$ cat config.mk
export PLATFORM = sky130hd
export DESIGN_NAME = reg_dump_unit
export DESIGN_NICKNAME = d
export VERILOG_FILES = /design/src/rtl/reg_dump_unit.sv
export SDC_FILE = /design/constraint.sdc
export NUM_CORES = 1
export LEC_CHECK = 0
export ABC_AREA = 1
export BUFFER_PORTS_ARGS = -buffer_cell sky130_fd_sc_hd__buf_4
export CAP_MARGIN = 0
export CELL_PAD_IN_SITES_DETAIL_PLACEMENT = 2
export CELL_PAD_IN_SITES_GLOBAL_PLACEMENT = 2
export CORE_ASPECT_RATIO = 1.2
export CORE_MARGIN = 1
export CORE_UTILIZATION = 23
export CTS_CLUSTER_DIAMETER = 50
export DETAILED_ROUTE_END_ITERATION = 10
export PLACE_DENSITY = 0.62
export SLEW_MARGIN = 20
export SYNTH_ARGS = -nofsm -noshare
export SYNTH_HDL_FRONTEND = slang
export SYNTH_SLANG_ARGS = --single-unit
$ cat constraint.sdc
create_clock -name i_clock -period 1.55 [get_ports i_clock]
set_input_delay 0.155 -clock i_clock [delete_from_list [all_inputs] [get_ports i_clock]]
set_output_delay 0.155 -clock i_clock [all_outputs]
set_load 0.02 [all_outputs]
$ cat src/rtl/reg_dump_unit.sv
// ============================================================================
// Module      : reg_dump_unit
// Description : Reads the register file through the ID debug port after a
//               halt and streams each word to the UART TX, MSB byte first.
// Revision    : 1.0 - initial release
// ============================================================================
`default_nettype none

module reg_dump_unit #(
  parameter int CANT_REGISTROS      = 32,
  parameter int CANT_BITS_REGISTROS = 32,
  parameter int CANT_BITS_UART_DATA = 8,
  parameter int CANT_BITS_INDEX     = $clog2(CANT_REGISTROS)
) (
  input  logic                           i_clock,
  input  logic                           i_soft_reset,
  input  logic                           i_start,
  input  logic [CANT_BITS_REGISTROS-1:0] i_reg_data,
  input  logic                           i_tx_done,
  output logic [CANT_BITS_INDEX-1:0]     o_reg_read,
  output logic [CANT_BITS_UART_DATA-1:0] o_tx_data,
  output logic                           o_tx_start,
  output logic                           o_busy,
  output logic                           o_done
);

  localparam int BYTES      = CANT_BITS_REGISTROS / CANT_BITS_UART_DATA;
  localparam int BYTE_CNT_W = (BYTES > 1) ? $clog2(BYTES) : 1;

  localparam logic [BYTE_CNT_W-1:0]      LAST_BYTE  = BYTE_CNT_W'(BYTES - 1);
  localparam logic [CANT_BITS_INDEX-1:0] LAST_INDEX = CANT_BITS_INDEX'(CANT_REGISTROS - 1);

  typedef enum logic [2:0] {
    ST_IDLE    = 3'd0,
    ST_SELECT  = 3'd1,
    ST_SEND    = 3'd2,
    ST_WAIT_TX = 3'd3,
    ST_FINISH  = 3'd4
  } state_t;

  state_t                         state_q;
  logic [CANT_BITS_INDEX-1:0]     index_q;
  logic [BYTE_CNT_W-1:0]          byte_cnt_q;
  logic [CANT_BITS_REGISTROS-1:0] shift_q;
  logic                           tx_start_q;
  logic                           done_q;

  // Strobes are raised on the edge that enters SEND/FINISH so they line up
  // exactly with those states while staying registered.
  always_ff @(posedge i_clock or posedge i_soft_reset) begin
    if (i_soft_reset) begin
      state_q    <= ST_IDLE;
      index_q    <= '0;
      byte_cnt_q <= '0;
      shift_q    <= '0;
      tx_start_q <= 1'b0;
      done_q     <= 1'b0;
    end else begin
      tx_start_q <= 1'b0;
      done_q     <= 1'b0;
      case (state_q)
        ST_IDLE: begin
          if (i_start) begin
            state_q    <= ST_SELECT;
            index_q    <= '0;
            byte_cnt_q <= '0;
          end
        end
        ST_SELECT: begin
          shift_q    <= i_reg_data;
          tx_start_q <= 1'b1;
          state_q    <= ST_SEND;
        end
        ST_SEND: begin
          state_q <= ST_WAIT_TX;
        end
        ST_WAIT_TX: begin
          if (i_tx_done) begin
            if (byte_cnt_q < LAST_BYTE) begin
              shift_q    <= shift_q << CANT_BITS_UART_DATA;
              byte_cnt_q <= byte_cnt_q + 1'b1;
              tx_start_q <= 1'b1;
              state_q    <= ST_SEND;
            end else if (index_q < LAST_INDEX) begin
              index_q    <= index_q + 1'b1;
              byte_cnt_q <= '0;
              state_q    <= ST_SELECT;
            end else begin
              done_q  <= 1'b1;
              state_q <= ST_FINISH;
            end
          end
        end
        ST_FINISH: begin
          state_q <= ST_IDLE;
        end
        default: begin
          state_q <= ST_IDLE;
        end
      endcase
    end
  end

  assign o_reg_read = index_q;
  assign o_tx_data  = shift_q[CANT_BITS_REGISTROS-1 -: CANT_BITS_UART_DATA];
  assign o_tx_start = tx_start_q;
  assign o_busy     = (state_q != ST_IDLE);
  assign o_done     = done_q;

endmodule

`default_nettype wire
==> out/summary.txt <==
GLOBAL ROUTE
--------------------------------------------------------------------------------------
Maximum number of pins on one net before global-route repair                        45
GRT overflow                                                                         0
Initial antenna violation count                                                      0
First-pass GRT wire length                                                     10.1 mm
Global router's overall resource usage                                           13.0%
Via count of the first global-routing pass                                       2,126

DRT
--------------------------------------------------------------------------------------
Average wire per cell in the routed design                                     13.5 µm
Routed via count                                                                 1,932
Detailed Route WL                                                              5.95 mm
Uppermost routed layer                                                            met4
Met3 wire length                                                                172 µm
Met1 routed wirelength after detailed routing                                  2.76 mm
Pre-Repair DR Iteration Count                                                        4
DRC Markers                                                                          0
Met2 Routed Length                                                             2.94 mm
Post-route antenna net violation count                                               0
Via density                                                                       4.38
First DRT Iteration DRCs                                                           105

POWER AND IR DROP
--------------------------------------------------------------------------------------
Lkg Pwr                                                                     0.00134 µW
Worst ir drop on vdd                                                        0.000475 V
PwrDens                                                                    1910 nW/µm²

CLOCK NETWORK
--------------------------------------------------------------------------------------
Cell at the root of the clock tree                                            clkbuf_8
Maximum clock insertion buffer count                                                 2
Clock network latency to the later pin of the worst-skew pair                  0.30 ns
Number of levels in the clock H-tree                                                 2
Worst-path clk slew                                                            0.09 ns
Inserted Clock Buffers                                                               5
Clk sinks                                                                           44
CTS tree                                                                          done

YOSYS
--------------------------------------------------------------------------------------
Number of flops mapped to enable cells by yosys                                      0
Fraction of registers with async set or reset after synthesis                     100%
Synth Register Bits                                                                 44
Number of library cell types mapped by synthesis                                    24
Sequential element share of the synthesized area                                 50.4%
Synthesized instance count                                                         266
Net count of the mapped netlist                                                    304
Top_reg_cell synth                                                             dfrtp_1
Mapped cell area                                                              2180 µm²
Post-Syn Area per Cell                                                        8.21 µm²
Yosys warnings                                                                       0

DIE
--------------------------------------------------------------------------------------
IO Pins                                                                             52
Site row count                                                                      38
Area of the core region                                                       9130 µm²
Die area                                                                      9890 µm²
Initial standard-cell utilization of the core                                    23.9%
Horizontal extent of the die                                                   91.0 µm
Height of the die                                                               109 µm

TIMING
--------------------------------------------------------------------------------------
FMAX                                                                           714 MHz
Final worst path period share                                                    90.4%
Setup_tns                                                                         0 ns
Final clock skew                                                            0.00379 ns
Fin. max-slew vios                                                                   0
Final setup violating endpoints                                                      0
Min Tclk post-route                                                            1.40 ns
Number of endpoints with negative hold slack in the final report                     0
Unrepaired setup endpoints after global routing                                  false
Worst slew margin                                                                79.3%
Actual transition at the worst max-transition pin                             0.309 ns
Hold Slack                                                                   0.0942 ns

SETUP PATH
--------------------------------------------------------------------------------------
Startpoint type of the worst setup path                                       register
Cell family contributing the most delay on the critical path                flip-flops
Library cell contributing the largest single delay on the critical path        dfrtp_1
Crit path top cell by count                                                     nor2_1
WP buf/inv                                                                           1
WS Path Type                                                              register to register
Worst setup EP type                                                           register
Data arrival at the endpoint of the critical path                              1.62 ns
Required arrival time at the worst endpoint                                    1.77 ns
Stage delay of the slowest cell on the critical path                           0.41 ns
Cells traversed along the worst timing path                               ha_2 > nor2_1 > nand2_1 > nand2_4 > buf_12 > nor2_1 > a31oi_1
CP max FO                                                                           23

FINAL LAYOUT
--------------------------------------------------------------------------------------
N_diodes                                                                             0
Layout overhead on the synthesized area                                          29.7%
Fraction of layout instances using a drive strength above 1                      27.7%
Count of filler cells inserted in the layout                                     1,092
Commonest cells after routing, fill and taps aside                        71 x nand2_1, 63 x buf_4, 42 x dfrtp_1, 36 x nor2_1, 19 x a31oi_1
Most common cell after layout, fill and taps aside                             nand2_1
Final net count                                                                    358

PLACEMENT
--------------------------------------------------------------------------------------
Port bufs                                                                           51
Routability Congestion                                                           0.759
HPWL after DPL                                                                 4.31 mm

WORST HOLD PATH
--------------------------------------------------------------------------------------
Worst min-delay path category                                             input port to register

STATUS
--------------------------------------------------------------------------------------
Status                                                                    complete, no violations

JOB
--------------------------------------------------------------------------------------
MaxCap Viol Count                                                                    0

[sequential cells by signal (all words and copies together), names as in the netlist]
name / cells
state_q: 3
byte_cnt_q: 2
o_done: 1
o_reg_read: 5
shift_q: 32
o_tx_start: 1
[what timing repair did]
item                                    in CTS  in global routing
endpoints found under the hold margin       44                  0
gates resized for setup                      0                  7
hold buffers                                 1                  0
setup buffers                                0                  2
endpoints found under the setup margin       0                 26
[layer usage]
layer | up-vias | track usage (%)
met3 | 5 | 1.88
met2 | 34 | 22.4
met5 | - | 0
li1 | 963 | -
met4 | 0 | 4.42
met1 | 930 | 16.7
[final timing paths]
kind,cells after the start,start,end,slack [ns]
worst max-delay path,7,byte_cnt_q[0],shift_q[20],0.15
worst min-delay path,3,i_reg_data[2],shift_q[2],0.09
worst max register to register,7,byte_cnt_q[0],shift_q[20],0.15
worst min register to register,2,byte_cnt_q[1],byte_cnt_q[1],0.50
max in group asynchronous,4,i_soft_reset,state_q[0],0.87
min in group asynchronous,4,i_soft_reset,shift_q[28],0.45
[layout make-up]
class / count / area, µm² / area share [%]
well taps: 120 / 150 / 5.30
multi-input cells: 181 / 860 / 30.3
flip-flops and latches: 44 / 1100 / 39.0
inverters: 21 / 78.8 / 2.78
clock inverters: 2 / 15.0 / 0.530
clock buffers: 6 / 82.6 / 2.92
repair buffers: 67 / 543 / 19.2
[synth_stat cells (3+ instances only)]
master   number  area (µm²)
buf_6         5        56.3
nor2_1       37         139
a31oi_1      19         119
dfrtp_1      44        1100
nand2_1      72         270
buf_4        13        97.6
inv_2         3        11.3
o21ai_0      13        65.1
inv_1        18        67.6
o22ai_1       5        31.3
nand3_1      19        95.1
[cell families (layout without fill, tap and decap cells)]
kind of cell | Yosys count | in the layout | synth area share [%]
fa+ha+maj | 2 | 2 | 1.15
simple gates | 138 | 138 | 26.5
flops | 44 | 44 | 50.4
compound gates | 41 | 41 | 10.9
buf+inv | 41 | 96 | 11.1
[worst reg2reg max path: cells and delay by family, from the launching register on]
| family | cells | cell delay (ns) |
|---|---|---|
| AOI/OAI and AO/OA | 1 | 0.15 |
| DFF | 1 | 0.41 |
| buffers and inverters | 1 | 0.17 |
| adders and majority gates | 1 | 0.21 |
| and+or+nand+nor | 4 | 0.39 |
[report_power, final]
part | switching, µW | total (µW) | internal (µW)
clock | 416 | 777 | 361
sequential | 298 | 1960 | 1660
combinational | 1580 | 2680 | 1100
[metrics by stage]
| step | power (µW) | std cells | cell area (µm²) | worst slack, ns | util, % |
|---|---|---|---|---|---|
| final | 5410 | 441 | 2830 | 0.149 | 31.0 |
| after global routing | 5950 | 441 | 2830 | 0.0310 | 31.0 |
| after CTS | 5470 | 439 | 2800 | 0.00681 | 30.6 |
| after detailed placement | 4650 | 430 | 2690 | 0.0330 | 29.5 |
| after global placement | 4550 | 430 | 2690 | 0.0776 | 29.5 |
| after floorplan | 3900 | 266 | 2180 | 0.233 | - |
(Power assumes the default switching activity.)
